`config.mk`:
```
export PLATFORM = sky130hd
export DESIGN_NAME = soc_test_ctrl
export DESIGN_NICKNAME = d
export VERILOG_FILES = /design/src/rtl/soc_test_pkg.sv /design/src/rtl/soc_trace_buf.sv /design/src/rtl/soc_test_ctrl.sv
export SDC_FILE = /design/constraint.sdc
export NUM_CORES = 1
export LEC_CHECK = 0
export BUFFER_PORTS_ARGS = -buffer_cell sky130_fd_sc_hd__buf_4
export CORE_MARGIN = 2
export CORE_UTILIZATION = 62
export DETAILED_ROUTE_END_ITERATION = 8
export PLACE_DENSITY = 0.95
export SKIP_CTS_REPAIR_TIMING = 1
export SLEW_MARGIN = 20
export SYNTH_ARGS = -nofsm -noshare
export SYNTH_HDL_FRONTEND = slang
export SYNTH_HIERARCHICAL = 1
export SYNTH_SLANG_ARGS = --single-unit
export TNS_END_PERCENT = 10
```
`constraint.sdc`:
```
create_clock -name clk -period 4.81 [get_ports clk]
set_input_delay 0 -clock clk [delete_from_list [all_inputs] [get_ports clk]]
set_output_delay 0 -clock clk [all_outputs]
set_load 0.005 [all_outputs]
```
`src/rtl/soc_test_pkg.sv`:
```
// Shared types and constants for the simulation/bring-up test controller.
package soc_test_pkg;

    // Controller lifecycle: hold core in reset, run, then one sticky terminal state.
    typedef enum logic [2:0] {
        ST_HOLD    = 3'd0,
        ST_RUN     = 3'd1,
        ST_PASS    = 3'd2,
        ST_FAIL    = 3'd3,
        ST_TIMEOUT = 3'd4
    } state_e;

    // Magic address the test program stores its result to.
    localparam logic [63:0] DEFAULT_TOHOST_ADDR = 64'h0000_0000_8000_1000;

    // tohost value that means "all tests passed".
    localparam int unsigned PASS_CODE   = 32'd1;

    // Width of the failure code carried in wdata[32:1].
    localparam int unsigned FAIL_CODE_W = 32'd32;

    // A store terminates the test only when it hits tohost with the LSB set.
    function automatic logic is_term_write(input logic we, input logic addr_hit, input logic lsb);
        return we & addr_hit & lsb;
    endfunction

endpackage

```
`src/rtl/soc_trace_buf.sv`:
```
// Circular trace buffer: records probe vectors, reads back by age (0 = newest)
// with one cycle of latency and no write-to-read bypass.
module soc_trace_buf
    import soc_test_pkg::*;
#(
    parameter int W     = 15,
    parameter int DEPTH = 16,
    parameter int AW    = $clog2(DEPTH),
    parameter int CW    = $clog2(DEPTH) + 1
) (
    input  logic          clk,
    input  logic          rst_n,
    input  logic          wr_en_i,
    input  logic [W-1:0]  wr_data_i,
    input  logic [AW-1:0] rd_addr_i,
    output logic [W-1:0]  rd_data_o,
    output logic [CW-1:0] count_o
);

    logic [W-1:0]  mem_q [DEPTH];
    logic [W-1:0]  mem_d [DEPTH];
    logic [AW-1:0] wr_ptr_q, wr_ptr_d;
    logic [CW-1:0] count_q, count_d;
    logic [W-1:0]  rd_data_q, rd_data_d;
    logic [AW-1:0] rd_idx_s;

    // Next-state for storage, write pointer, fill count and age-indexed read.
    always_comb begin
        mem_d     = mem_q;
        wr_ptr_d  = wr_ptr_q;
        count_d   = count_q;
        rd_data_d = {W{1'b0}};
        // Age is measured from the entry before the current write pointer;
        // AW-bit arithmetic gives the modulo-DEPTH wrap for free.
        rd_idx_s  = wr_ptr_q - AW'(1) - rd_addr_i;

        if (wr_en_i) begin
            mem_d[wr_ptr_q] = wr_data_i;
            wr_ptr_d        = wr_ptr_q + AW'(1);
            if (count_q != CW'(DEPTH)) begin
                count_d = count_q + CW'(1);
            end else begin
                count_d = count_q;
            end
        end else begin
            wr_ptr_d = wr_ptr_q;
        end

        // Reads use pre-write state, so a same-cycle write is not visible yet.
        if ({1'b0, rd_addr_i} >= count_q) begin
            rd_data_d = {W{1'b0}};
        end else begin
            rd_data_d = mem_q[rd_idx_s];
        end
    end

    // Trace state registers with asynchronous clear.
    always_ff @(posedge clk or negedge rst_n) begin
        if (!rst_n) begin
            for (int i = 0; i < DEPTH; i++) begin
                mem_q[i] <= {W{1'b0}};
            end
            wr_ptr_q  <= {AW{1'b0}};
            count_q   <= {CW{1'b0}};
            rd_data_q <= {W{1'b0}};
        end else begin
            mem_q     <= mem_d;
            wr_ptr_q  <= wr_ptr_d;
            count_q   <= count_d;
            rd_data_q <= rd_data_d;
        end
    end

    assign rd_data_o = rd_data_q;
    assign count_o   = count_q;

endmodule

```
`src/rtl/soc_test_ctrl.sv`:
```
// Bring-up controller: sequences core reset, decodes tohost pass/fail stores,
// runs a cycle watchdog and keeps a circular trace of debug probes.
module soc_test_ctrl
    import soc_test_pkg::*;
#(
    parameter int                XLEN           = 64,
    parameter int                RFIDX_W        = 5,
    parameter int                NUM_PROBES     = 3,
    parameter int                RST_CYCLES     = 4,
    parameter int                TIMEOUT_CYCLES = 1000,
    parameter int                CNT_W          = 32,
    parameter int                TRACE_DEPTH    = 16,
    parameter logic [XLEN-1:0]   TOHOST_ADDR    = XLEN'(DEFAULT_TOHOST_ADDR)
) (
    input  logic                              clk,
    input  logic                              rst_n,
    output logic                              core_rst_n,
    input  logic                              mon_we_i,
    input  logic [XLEN-1:0]                   mon_addr_i,
    input  logic [XLEN-1:0]                   mon_wdata_i,
    input  logic                              probe_valid_i,
    input  logic [NUM_PROBES*RFIDX_W-1:0]     probe_i,
    output logic                              done_o,
    output logic                              pass_o,
    output logic                              timeout_o,
    output logic [31:0]                       fail_code_o,
    output logic [CNT_W-1:0]                  cycle_cnt_o,
    output logic [$clog2(TRACE_DEPTH):0]      trace_count_o,
    input  logic [$clog2(TRACE_DEPTH)-1:0]    trace_rd_addr_i,
    output logic [NUM_PROBES*RFIDX_W-1:0]     trace_rd_data_o
);

    localparam int               HOLD_W    = $clog2(RST_CYCLES + 1);
    localparam logic [HOLD_W-1:0] HOLD_LAST = HOLD_W'(RST_CYCLES - 1);
    localparam logic [CNT_W-1:0]  TO_LAST   = CNT_W'(TIMEOUT_CYCLES - 1);

    state_e                  state_q, state_d;
    logic [HOLD_W-1:0]       hold_cnt_q, hold_cnt_d;
    logic [CNT_W-1:0]        cycle_cnt_q, cycle_cnt_d;
    logic                    core_rst_n_q, core_rst_n_d;
    logic                    done_q, done_d;
    logic                    pass_q, pass_d;
    logic                    timeout_q, timeout_d;
    logic [FAIL_CODE_W-1:0]  fail_code_q, fail_code_d;
    logic                    term_s;
    logic                    pass_hit_s;
    logic                    trace_we_s;

    // tohost decode; only acted on while running.
    assign term_s     = is_term_write(mon_we_i, (mon_addr_i == TOHOST_ADDR), mon_wdata_i[0]);
    assign pass_hit_s = (mon_wdata_i == XLEN'(PASS_CODE));

    // FSM next-state, counters and sticky status; a terminating write beats the watchdog.
    always_comb begin
        state_d      = state_q;
        hold_cnt_d   = hold_cnt_q;
        cycle_cnt_d  = cycle_cnt_q;
        core_rst_n_d = core_rst_n_q;
        done_d       = done_q;
        pass_d       = pass_q;
        timeout_d    = timeout_q;
        fail_code_d  = fail_code_q;
        trace_we_s   = 1'b0;

        case (state_q)
            ST_HOLD: begin
                hold_cnt_d = hold_cnt_q + HOLD_W'(1);
                if (hold_cnt_q == HOLD_LAST) begin
                    state_d      = ST_RUN;
                    core_rst_n_d = 1'b1;
                end else begin
                    state_d      = ST_HOLD;
                end
            end
            ST_RUN: begin
                cycle_cnt_d = cycle_cnt_q + CNT_W'(1);
                trace_we_s  = probe_valid_i;
                if (term_s) begin
                    done_d       = 1'b1;
                    core_rst_n_d = 1'b0;
                    if (pass_hit_s) begin
                        state_d = ST_PASS;
                        pass_d  = 1'b1;
                    end else begin
                        state_d     = ST_FAIL;
                        fail_code_d = mon_wdata_i[FAIL_CODE_W:1];
                    end
                end else if (cycle_cnt_q == TO_LAST) begin
                    state_d      = ST_TIMEOUT;
                    done_d       = 1'b1;
                    timeout_d    = 1'b1;
                    core_rst_n_d = 1'b0;
                end else begin
                    state_d = ST_RUN;
                end
            end
            ST_PASS, ST_FAIL, ST_TIMEOUT: begin
                // Terminal: everything frozen until rst_n.
                state_d = state_q;
            end
            default: begin
                state_d      = ST_HOLD;
                core_rst_n_d = 1'b0;
            end
        endcase
    end

    // Controller state registers with asynchronous clear.
    always_ff @(posedge clk or negedge rst_n) begin
        if (!rst_n) begin
            state_q      <= ST_HOLD;
            hold_cnt_q   <= {HOLD_W{1'b0}};
            cycle_cnt_q  <= {CNT_W{1'b0}};
            core_rst_n_q <= 1'b0;
            done_q       <= 1'b0;
            pass_q       <= 1'b0;
            timeout_q    <= 1'b0;
            fail_code_q  <= {FAIL_CODE_W{1'b0}};
        end else begin
            state_q      <= state_d;
            hold_cnt_q   <= hold_cnt_d;
            cycle_cnt_q  <= cycle_cnt_d;
            core_rst_n_q <= core_rst_n_d;
            done_q       <= done_d;
            pass_q       <= pass_d;
            timeout_q    <= timeout_d;
            fail_code_q  <= fail_code_d;
        end
    end

    soc_trace_buf #(
        .W     (NUM_PROBES * RFIDX_W),
        .DEPTH (TRACE_DEPTH)
    ) u_trace (
        .clk       (clk),
        .rst_n     (rst_n),
        .wr_en_i   (trace_we_s),
        .wr_data_i (probe_i),
        .rd_addr_i (trace_rd_addr_i),
        .rd_data_o (trace_rd_data_o),
        .count_o   (trace_count_o)
    );

    assign core_rst_n  = core_rst_n_q;
    assign done_o      = done_q;
    assign pass_o      = pass_q;
    assign timeout_o   = timeout_q;
    assign fail_code_o = fail_code_q;
    assign cycle_cnt_o = cycle_cnt_q;

endmodule
```
# After elaboration in Yosys (flattened, before gate mapping)
# Index checks and enable logic that the tools add are counted.
# Widths: inputs -> output; s select.
dict set report word_totals {
  out_inout_bits 88
  inputBits 151
  reg_bits 338
}
dict set report classes {
  n_addsub 6
  magnitude_cmp 4
  eq_ne 11
  n_mux 19
  bitwise 7
  reduce_logical 10
}
# cell count
set op_table {}
lappend op_table {{$bwmux 240} 1}
lappend op_table {{$eq 64x1->1 const B} 1}
lappend op_table {{$eq 64x32->1 const B} 1}
lappend op_table {{$bmux 15 s4} 1}
lappend op_table {{$demux 15 s4} 1}
lappend op_table {{$mux 15} 4}
lappend op_table {{$add 32x1->32 const B} 1}
lappend op_table {{$eq 32x10->1 const B} 1}
lappend op_table {{$reduce_and 3->1} 4}
lappend op_table {{$ge 5x5->1 const B} 2}
lappend op_table {{$not 4->5} 2}
lappend op_table {{$eq 3x2->1 const B} 3}
lappend op_table {{$pmux 3 s3} 1}
lappend op_table {{$mux 1} 8}
lappend op_table {{$mux 3} 2}
lappend op_table {{$add 5x1->5 const B} 1}
lappend op_table {{$ge 4x5->1} 1}
lappend op_table {{$lt 5x1->1 const B} 1}
lappend op_table {{$ne 5x5->1 const B} 1}
lappend op_table {{$add 4x1->4 const B} 1}
lappend op_table {{$reduce_and 2->1} 2}
lappend op_table {{$sub 4x1->4 const B} 1}
lappend op_table {{$sub 4x4->4} 1}
lappend op_table {{$add 3x1->3 const B} 1}
lappend op_table {{11 further kinds} 14}

# Longest topological paths before layout
# Gate-level depths: netlist of run 1.
dict set report depth {
  word_depth 7
  ltp_mapped 11
  depth_no_buf 8
}

# Cells and area by module
# Netlist of run 1, hierarchy kept.
# module cells_each area_each_um2 instances
set modules_own_cells {}
lappend modules_own_cells {soc_trace_buf 941 12615.8 1}
lappend modules_own_cells {soc_test_ctrl 289 3549.7 1}

# Least setup slack after synthesis of run 1
# No wires, ideal clock.
dict set report synth_timing {
  kind {reg-to-reg}
  start {reg u_trace.wr_ptr_q[0]}
  end {reg u_trace.rd_data_q[13] (netlist: u_trace/rd_data_o[13])}
  n_path_buf 3
  required_ns 4.668
  path_stages_with_launch 11
  synth_period_minus_slack_ns 2.163
  arrival_time_ns 2.020
  setup_slack_ns 2.647
  cell_sequence {dfrtp_1 -> ha_1 -> inv_1 -> fa_1 -> buf_2 -> buf_6 -> buf_4 -> mux2i_1 -> nand3_1 -> nand4_1 -> o22ai_1}
}
dict set report synth_between {
  elab_chain_cells 7
}
# item line_no
set synth_lines {}
lappend synth_lines {{start, declared} soc_trace_buf.sv:22} ;# logic [AW-1:0] wr_ptr_q, wr_ptr_d;
lappend synth_lines {{start signal, assigned} soc_trace_buf.sv:63} ;# wr_ptr_q <= {AW{1'b0}};
lappend synth_lines {{start signal, assigned} soc_trace_buf.sv:68} ;# wr_ptr_q <= wr_ptr_d;
lappend synth_lines {{$sub 4x1->4} soc_trace_buf.sv:35} ;# rd_idx_s = wr_ptr_q - AW'(1) - rd_addr_i;
lappend synth_lines {{$sub 4x4->4} soc_trace_buf.sv:35}
lappend synth_lines {{$not 4->5 (implied by the code)} soc_trace_buf.sv:53} ;# rd_data_d = mem_q[rd_idx_s];
lappend synth_lines {{$bmux 15 s4} soc_trace_buf.sv:53}
lappend synth_lines {{$mux 15 (implied by the code) (2 in series)} soc_trace_buf.sv:53}
lappend synth_lines {{$mux 15} soc_trace_buf.sv:50} ;# if ({1'b0, rd_addr_i} >= count_q) begin
lappend synth_lines {{via u_trace.rd_data_d[13]} soc_trace_buf.sv:24} ;# logic [W-1:0] rd_data_q, rd_data_d;
lappend synth_lines {{end signal, assigned} soc_trace_buf.sv:65} ;# rd_data_q <= {W{1'b0}};
lappend synth_lines {{end signal, assigned} soc_trace_buf.sv:70} ;# rd_data_q <= rd_data_d;
lappend synth_lines {{end, declared} soc_trace_buf.sv:24}
# The timed path passes the listed nets, and every way through them passes these cells. The select of a mux whose other input is x is not followed.
# A chain may end at the register's enable or synchronous reset.

# Worst setup path after layout of run 1
dict set report layout_timing {
  start {reg u_trace.wr_ptr_q[0]}
  end {reg u_trace.rd_data_q[12] (netlist: u_trace/rd_data_o[12])}
}
# The elaborated chain is that of the path after synthesis.

==> results_tabular.tex, run 1 <==
\begin{tabular}{lr}
\hline
Metric & Value \\
\hline
\multicolumn{2}{l}{\textbf{GRT}} \\
Global-route wire length before repair & 65.6 mm \\
Via count of the first global-routing pass & about 12,000 \\
Antenna violations before repair & 1 \\
GRT Residual Overflow & 0 \\
Maximum number of pins on one net before global-route repair & 97 \\
Tot GR Track Use & 0.312 \\
\multicolumn{2}{l}{\textbf{Hold path}} \\
Hold path depth & 6 \\
Hold Crit Endpoint & pass\_o\$\_DFFE\_PN0P\_ \\
Worst min-delay path category & in2reg \\
Launch point of the worst hold path & mon\_addr\_i[54] \\
\multicolumn{2}{l}{\textbf{Detailed routing}} \\
Routed via count & 11,800 \\
Final routed wire length divided by cell count & $\sim$24 um \\
Drt pass-1 iters & 5 \\
Via-to-Cell Ratio & $\sim$6.4 \\
Antenna viol nets, final & 0 \\
Total routed wirelength & between 40 and 50 mm \\
Iteration-0 DRC Markers & between 1,000 and 1,500 \\
Remaining routing DRC violations & 0 \\
\multicolumn{2}{l}{\textbf{Yosys}} \\
Count of different cell masters after synthesis & 56 \\
Warning count from the yosys run & 6 \\
Share of async-settable or async-resettable flops after synthesis & 1.00 \\
Seq/Total Area, Yosys & 0.523 \\
Number of enable flip-flop cells after synthesis & 0 \\
Yosys reg bits & between 300 and 400 \\
Area share of xor/xnor cells in the synthesized design & 0.0237 \\
Top flip-flop cell by instance count after synthesis & sky130\_fd\_sc\_hd\_\_dfrtp\_1 \\
Count of mapped cells out of synthesis & 1,230 \\
Adder-cell area share of the yosys netlist & 0.0136 \\
Share of cell area taken by muxes after synthesis & 0.280 \\
Main combinational cell family by area after synthesis & multiplexers \\
Avg Cell Area, Syn & about 13 sq um \\
Simple-gate portion of the synthesized area & 0.108 \\
Share of the synthesized area in compound gates (AO/OA/AOI/OAI) & 0.0142 \\
Post-Synthesis Net Count & around 1,400 \\
Area of the mapped netlist & approximately 16,000 sq um \\
\multicolumn{2}{l}{\textbf{Timing}} \\
Pins Over Slew Limit & 0 \\
Post-layout minimum cycle time & 3.42 ns \\
Max-slew headroom & 0.232 \\
Highest clock frequency the design can meet & slightly below 300 MHz \\
Final period utilization & 0.711 \\
Final Setup Violations & 0 \\
Final Hold Vio Count & 1 \\
Total Neg Setup Slack & 0 ns \\
Worst slew pin tran & 1.15 ns \\
Unrepaired setup endpoints after global routing & false \\
Worst-case hold slack & -0.00841 ns \\
Max Clock Skew & around 0.028 ns \\
\multicolumn{2}{l}{\textbf{Floorplan}} \\
DIE WIDTH & roughly 170 um \\
I/O Pins & 239 \\
Site Rows & 59 \\
Overall die height & roughly 170 um \\
Initial Utilization & 0.626 \\
Die Outline Area & 27,400 sq um \\
Core Area & between 20,000 and 30,000 sq um \\
\multicolumn{2}{l}{\textbf{Placement}} \\
Number of placed cells counting well taps & 1,731 \\
Hpwl dp & roughly 26 mm \\
Weighted congestion at the end of routability-driven global placement & roughly 0.9 \\
Buffers on Ports & about 240 \\
\multicolumn{2}{l}{\textbf{Run status}} \\
Failing checks & negative hold slack \\
Status & finished, violations left \\
\multicolumn{2}{l}{\textbf{Final layout}} \\
Most frequent cells in the layout & sky130\_fd\_sc\_hd\_\_dfrtp\_1, sky130\_fd\_sc\_hd\_\_buf\_4, sky130\_fd\_sc\_hd\_\_mux2\_2, sky130\_fd\_sc\_hd\_\_nand3\_1, sky130\_fd\_sc\_hd\_\_mux2i\_1 \\
Number of nets in the final layout & between 1,500 and 2,000 \\
Most frequent standard cell in the layout excluding fill and tap cells & sky130\_fd\_sc\_hd\_\_dfrtp\_1 \\
Area Overhead vs Synth & 22.5\% \\
Fraction of final layout cells sized beyond drive strength 1 & 0.401 \\
Count of placed standard cells in the final layout, fillers left out & about 1,800 \\
\multicolumn{2}{l}{\textbf{Power}} \\
Power Dens Cells & approximately 650 nW/um\^{}2 \\
LEAKAGE & approximately 9.6 nW \\
Post-layout total power & $\sim$13 mW \\
IR drop worst, VDD & between 0.6 and 0.7 mV \\
\multicolumn{2}{l}{\textbf{Worst setup path}} \\
Worst r2r src & u\_trace/wr\_ptr\_q[0]\$\_DFFE\_PN0P\_ \\
R2R Setup Slk & roughly 1.4 ns \\
Required time at the worst-slack endpoint & $\sim$5.2 ns \\
Worst path arrival time & between 3 and 4 ns \\
Max Fanout on Critical Path & 36 \\
Number of cells on the worst reg-to-reg path & 8 \\
Startpoint-to-endpoint class of the critical path & reg2reg \\
Category of the worst setup path launch point & flop \\
R2r endpoint & u\_trace/rd\_data\_o[12]\$\_DFF\_PN0\_ \\
Type of destination of the critical path & flop \\
\multicolumn{2}{l}{\textbf{Clock tree}} \\
Number of clock sinks seen by CTS & around 340 \\
Root buffer cell & sky130\_fd\_sc\_hd\_\_clkbuf\_16 \\
Number of clock buffers inserted by TritonCTS & 36 \\
Insertion delay to the later sink of the worst-skew pair & approximately 0.53 ns \\
Clock-pin slew on the worst setup and hold paths & approximately 0.060 ns \\
Clock tree from TritonCTS & built \\
Maximum buffer depth of the clock tree & 3 \\
Htree depth & 2 \\
\multicolumn{2}{l}{\textbf{Run}} \\
Maximum Capacitance Violations & 0 \\
\hline
\end{tabular}
[kinds of logic after synthesis]
kind of cell / after synthesis
AO/OA/AOI/OAI: 35
XOR/XNOR: 42
buffers and inverters: 102
flip-flops: 338
AND/OR/NAND/NOR: 303
multiplexers: 393
adder cells (fa/ha/maj): 17
[stage by stage]
stage               worst slack, ns  utilization  hold WS, ns  instance area, sq um
floorplan                      2.65            -       -0.296                 16200
global placement               1.71        0.697       0.0623                 18000
detailed placement             1.55        0.697       0.0671                 18000
CTS                            1.48        0.747       -0.486                 19300
global route                   1.30        0.766       0.0460                 19800
finish                         1.39        0.766     -0.00841                 19800
[worst max-delay path, stage by stage (launching register included)]
cell and delay, ns:
sky130_fd_sc_hd__dfrtp_1 0.45, sky130_fd_sc_hd__ha_2 0.22, sky130_fd_sc_hd__inv_1 0.06, sky130_fd_sc_hd__fa_4 1.22, sky130_fd_sc_hd__buf_4 0.56, sky130_fd_sc_hd__mux2i_1 0.33, sky130_fd_sc_hd__nand3_1 0.15, sky130_fd_sc_hd__nand4_1 0.16
sky130_fd_sc_hd__o22ai_1 0.10
[power breakdown]
group / leakage [nW] / internal [mW] / switching [mW]
registers: 4.28 / 3.95 / 0.699
clock network: 0.623 / 1.81 / 1.14
logic: 4.72 / 2.45 / 2.74
total: 9.63 / 8.21 / 4.58
[registers in the layout (all words and copies together) (netlist names), 3 cells and up]
| register | cells |
|---|---|
| hold_cnt_q | 3 |
| state_q | 3 |
| cycle_cnt_o | 32 |
| u_trace/rd_data_o | 15 |
| u_trace/mem_q | 240 |
| fail_code_o | 32 |
| u_trace/wr_ptr_q | 4 |
| u_trace/count_o | 5 |
[metal layers]
metal	track usage	part of all wire	up-vias	wire, um
met5	0	0	-	0
met4	0.169	0.053	0	2340
met3	0.0559	0.069	178	3040
met2	0.536	0.51	699	22400
met1	0.373	0.37	5867	16100
li1	-	-	5013	-
[synthesized netlist by cell type (14+ instances only)]
cell type / n / area share
sky130_fd_sc_hd__buf_2: 27 / 0.0084
sky130_fd_sc_hd__buf_6: 18 / 0.013
sky130_fd_sc_hd__clkbuf_1: 29 / 0.0067
sky130_fd_sc_hd__dfrtp_1: 338 / 0.52
sky130_fd_sc_hd__ha_1: 16 / 0.012
sky130_fd_sc_hd__inv_1: 15 / 0.0035
sky130_fd_sc_hd__mux2_2: 202 / 0.14
sky130_fd_sc_hd__mux2_4: 60 / 0.056
sky130_fd_sc_hd__mux2i_1: 117 / 0.072
sky130_fd_sc_hd__nand2_1: 26 / 0.0060
sky130_fd_sc_hd__nand3_1: 135 / 0.042
sky130_fd_sc_hd__nand4_1: 46 / 0.018
sky130_fd_sc_hd__nor4_1: 33 / 0.013
sky130_fd_sc_hd__o22ai_1: 15 / 0.0058
sky130_fd_sc_hd__xnor2_1: 26 / 0.014
sky130_fd_sc_hd__xor2_1: 14 / 0.0076
[area by class of cell]
type                       count  area (sq um)
inverter                      15          56.3
sequential                   338          8460
multi-input combinational    790          7160
clock buffer                  50          1050
antenna                        1          2.50
clock inverter                16           220
timing repair buffer         303          2430
fill                        1425          6040
tap                          335           419
[how the worst max path moves through the flow]
stage	from	depth (start not counted)	endpoint	slack, ns
2_1_floorplan	u_trace/wr_ptr_q[0]$_DFFE_PN0P_	10	u_trace/rd_data_o[13]$_DFF_PN0_	2.65
3_3_place_gp	u_trace/wr_ptr_q[0]$_DFFE_PN0P_	8	u_trace/rd_data_o[10]$_DFF_PN0_	1.71
3_5_place_dp	u_trace/wr_ptr_q[0]$_DFFE_PN0P_	8	u_trace/rd_data_o[11]$_DFF_PN0_	1.55
4_1_cts	u_trace/wr_ptr_q[0]$_DFFE_PN0P_	8	u_trace/rd_data_o[12]$_DFF_PN0_	1.48
5_1_grt	u_trace/wr_ptr_q[0]$_DFFE_PN0P_	8	u_trace/rd_data_o[12]$_DFF_PN0_	1.30
6_report	u_trace/wr_ptr_q[0]$_DFFE_PN0P_	8	u_trace/rd_data_o[12]$_DFF_PN0_	1.39
Note: power is estimated with default switching activity, not from simulation.
==> run 2: changes to the inputs <==
--- a/config.mk
+++ b/config.mk
@@ -7,9 +7,9 @@
 export LEC_CHECK = 0
 export BUFFER_PORTS_ARGS = -buffer_cell sky130_fd_sc_hd__buf_4
 export CORE_MARGIN = 2
-export CORE_UTILIZATION = 62
+export CORE_UTILIZATION = 52
 export DETAILED_ROUTE_END_ITERATION = 8
-export PLACE_DENSITY = 0.95
+export PLACE_DENSITY = 0.87
 export SKIP_CTS_REPAIR_TIMING = 1
 export SLEW_MARGIN = 20
 export SYNTH_ARGS = -nofsm -noshare
==> constraint.sdc (replaced) <==
create_clock -name clk -period 3 [get_ports clk]
set_input_delay 0 -clock clk [delete_from_list [all_inputs] [get_ports clk]]
set_output_delay 0 -clock clk [all_outputs]
set_load 0.005 [all_outputs]
==> run 2 against run 1 <==
Net effect:
- the flow now finishes without violations
- sequential cell count did not move
- sequential power rose by 58%
- register-to-register slack worse by 1.2 ns
- fmax increased by 24%
- total power is 58% higher
- sequential share of layout area decreased by 0.46 points
- critical path depth stayed put
- non-clock buffer count grew 18
- clock power up 47%
- clock skew is 0.0030 ns lower
- count of clock-buffer cells in the layout unchanged
- critical path type unchanged
- largest power group unchanged
==> results_tabular.tex, run 2 (synthesis results as in run 1) <==
\begin{tabular}{lr}
\hline
Metric & Value \\
\hline
\multicolumn{2}{l}{\textbf{Detailed routing}} \\
Drt pass-1 iters & 5 \\
Final routed wire length divided by cell count & approximately 22 um \\
Antenna viol nets, final & 0 \\
Via-to-Cell Ratio & roughly 6 \\
Iteration-0 DRC Markers & 752 \\
Remaining routing DRC violations & 0 \\
Total routed wirelength & between 40 and 50 mm \\
Routed via count & 11,600 \\
\multicolumn{2}{l}{\textbf{Timing}} \\
Final Hold Vio Count & 0 \\
Highest clock frequency the design can meet & between 300 and 400 MHz \\
Unrepaired setup endpoints after global routing & false \\
Worst slew pin tran & between 0.6 and 0.7 ns \\
Max-slew headroom & 0.546 \\
Max Clock Skew & about 0.025 ns \\
Post-layout minimum cycle time & 2.77 ns \\
Final Setup Violations & 0 \\
Final period utilization & 0.922 \\
Pins Over Slew Limit & 0 \\
Total Neg Setup Slack & 0 ns \\
\multicolumn{2}{l}{\textbf{GRT}} \\
Maximum number of pins on one net before global-route repair & 88 \\
Tot GR Track Use & 0.254 \\
Global-route wire length before repair & roughly 65 mm \\
Antenna violations before repair & 1 \\
Via count of the first global-routing pass & between 10,000 and 15,000 \\
GRT Residual Overflow & 0 \\
\multicolumn{2}{l}{\textbf{Floorplan}} \\
Overall die height & around 180 um \\
Core Area & about 31,000 sq um \\
Die Outline Area & about 33,000 sq um \\
Site Rows & 64 \\
DIE WIDTH & 180 um \\
I/O Pins & between 200 and 250 \\
Initial Utilization & 0.528 \\
\multicolumn{2}{l}{\textbf{Final layout}} \\
Biggest register & u\_trace/mem\_q \\
Flip-flop count of the largest register after layout & 240 \\
Most frequent standard cell in the layout excluding fill and tap cells & sky130\_fd\_sc\_hd\_\_dfrtp\_1 \\
Number of nets in the final layout & approximately 1,700 \\
Fraction of final layout cells sized beyond drive strength 1 & 0.406 \\
Most frequent cells in the layout & sky130\_fd\_sc\_hd\_\_dfrtp\_1, sky130\_fd\_sc\_hd\_\_buf\_4, sky130\_fd\_sc\_hd\_\_mux2\_2, sky130\_fd\_sc\_hd\_\_nand3\_1, sky130\_fd\_sc\_hd\_\_mux2i\_1 \\
Final instance area & between 20,000 and 25,000 sq um \\
Area Overhead vs Synth & 23.8\% \\
\multicolumn{2}{l}{\textbf{Placement}} \\
Buffers on Ports & approximately 240 \\
Weighted congestion at the end of routability-driven global placement & 0.834 \\
Hpwl dp & 26.2 mm \\
DP Area & about 18,000 sq um \\
\multicolumn{2}{l}{\textbf{Worst setup path}} \\
Crit path largest cell delay & 0.94 ns \\
Worst r2r src & u\_trace/wr\_ptr\_q[0]\$\_DFFE\_PN0P\_ \\
R2R Setup Slk & around 0.23 ns \\
Max Fanout on Critical Path & 35 \\
Required time at the worst-slack endpoint & between 3 and 4 ns \\
R2r endpoint & u\_trace/rd\_data\_o[8]\$\_DFF\_PN0\_ \\
Worst path arrival time & roughly 3.2 ns \\
Total number of cells along the worst setup path & 8 \\
Number of cells on the worst reg-to-reg path & 8 \\
Cell type of the slowest stage on the worst timing path & sky130\_fd\_sc\_hd\_\_fa\_4 \\
Startpoint-to-endpoint class of the critical path & reg2reg \\
Type of destination of the critical path & flop \\
CP Cell Sequence & ha\_2 -> inv\_1 -> fa\_4 -> buf\_12 -> mux2i\_1 -> nand3\_1 -> nand4\_1 -> o22ai\_1 \\
Category of the worst setup path launch point & flop \\
Buffering stage count on the worst path with inverters included & 2 \\
Top delay family on crit path & adder cells \\
\multicolumn{2}{l}{\textbf{Clock tree}} \\
Number of clock buffers inserted by TritonCTS & 36 \\
Clock-pin slew on the worst setup and hold paths & roughly 0.06 ns \\
Maximum buffer depth of the clock tree & 3 \\
Number of clock sinks seen by CTS & $\sim$340 \\
Clock tree from TritonCTS & built \\
Insertion delay to the later sink of the worst-skew pair & about 0.53 ns \\
Root buffer cell & sky130\_fd\_sc\_hd\_\_clkbuf\_16 \\
Htree depth & 2 \\
\multicolumn{2}{l}{\textbf{Run status}} \\
Status & completed \\
\multicolumn{2}{l}{\textbf{Power}} \\
Post-layout total power & just over 20 mW \\
LEAKAGE & a little under 10 nW \\
IR drop worst, VDD & $\sim$1 mV \\
Power Dens Cells & slightly above 1000 nW/um\^{}2 \\
\multicolumn{2}{l}{\textbf{Hold path}} \\
Worst min-delay path category & in2reg \\
Launch point of the worst hold path & mon\_addr\_i[53] \\
Hold path depth & 6 \\
Hold Crit Endpoint & pass\_o\$\_DFFE\_PN0P\_ \\
\multicolumn{2}{l}{\textbf{Run}} \\
Maximum Capacitance Violations & 0 \\
\hline
\end{tabular}
## run 2: layout make-up
class	instances	area (sq um)
inverters	15	56.3
multi-input cells	790	7160
diodes	1	2.50
flip-flops and latches	338	8460
clock inverters	11	113
repair buffers	321	2690
well taps	396	495
clock buffers	50	1040
fillers	2146	10600
## run 2: worst max-delay path by stage
stage / from / to / slack, ns
finish: u_trace/wr_ptr_q[0]$_DFFE_PN0P_ / u_trace/rd_data_o[8]$_DFF_PN0_ / 0.23
global route: u_trace/wr_ptr_q[0]$_DFFE_PN0P_ / u_trace/rd_data_o[8]$_DFF_PN0_ / 0.13
CTS: u_trace/wr_ptr_q[0]$_DFFE_PN0P_ / u_trace/rd_data_o[0]$_DFF_PN0_ / 0.28
detailed placement: u_trace/wr_ptr_q[0]$_DFFE_PN0P_ / u_trace/rd_data_o[8]$_DFF_PN0_ / 0.27
global placement: u_trace/wr_ptr_q[0]$_DFFE_PN0P_ / u_trace/rd_data_o[13]$_DFF_PN0_ / 0.40
floorplan: u_trace/wr_ptr_q[0]$_DFFE_PN0P_ / u_trace/rd_data_o[13]$_DFF_PN0_ / 0.84
## run 2: stage by stage
step                setup WS, ns  cells  utilization  hold slack, ns
finish                     0.235   1922        0.654         0.00146
global route               0.133   1922        0.654          0.0383
global placement           0.404   1810        0.600          0.0489
detailed placement         0.274   1810        0.600          0.0578
CTS                        0.277   1871        0.638          -0.493
floorplan                  0.837   1230            -          -0.296
## run 2: per-layer routing
metal,global-route usage,wire length (um),vias up
met5,0,0,-
li1,-,-,5046
met3,0.0495,2720,121
met4,0.120,1920,0
met1,0.300,16300,5900
met2,0.446,21900,520
## run 2: report_power, final
| group | internal, mW | switching [mW] | total (mW) |
|---|---|---|---|
| registers | 6.34 | 1.03 | 7.36 |
| clock network | 2.53 | 1.80 | 4.33 |
| logic | 4.23 | 4.27 | 8.50 |
## run 2: worst reg2reg max path, cell delays in order, from the launching register on
cell                      delay [ns]
sky130_fd_sc_hd__dfrtp_1        0.47
sky130_fd_sc_hd__ha_2           0.24
sky130_fd_sc_hd__inv_1          0.05
sky130_fd_sc_hd__fa_4           0.94
sky130_fd_sc_hd__buf_12         0.30
sky130_fd_sc_hd__mux2i_1        0.31
sky130_fd_sc_hd__nand3_1        0.11
sky130_fd_sc_hd__nand4_1        0.13
sky130_fd_sc_hd__o22ai_1        0.09
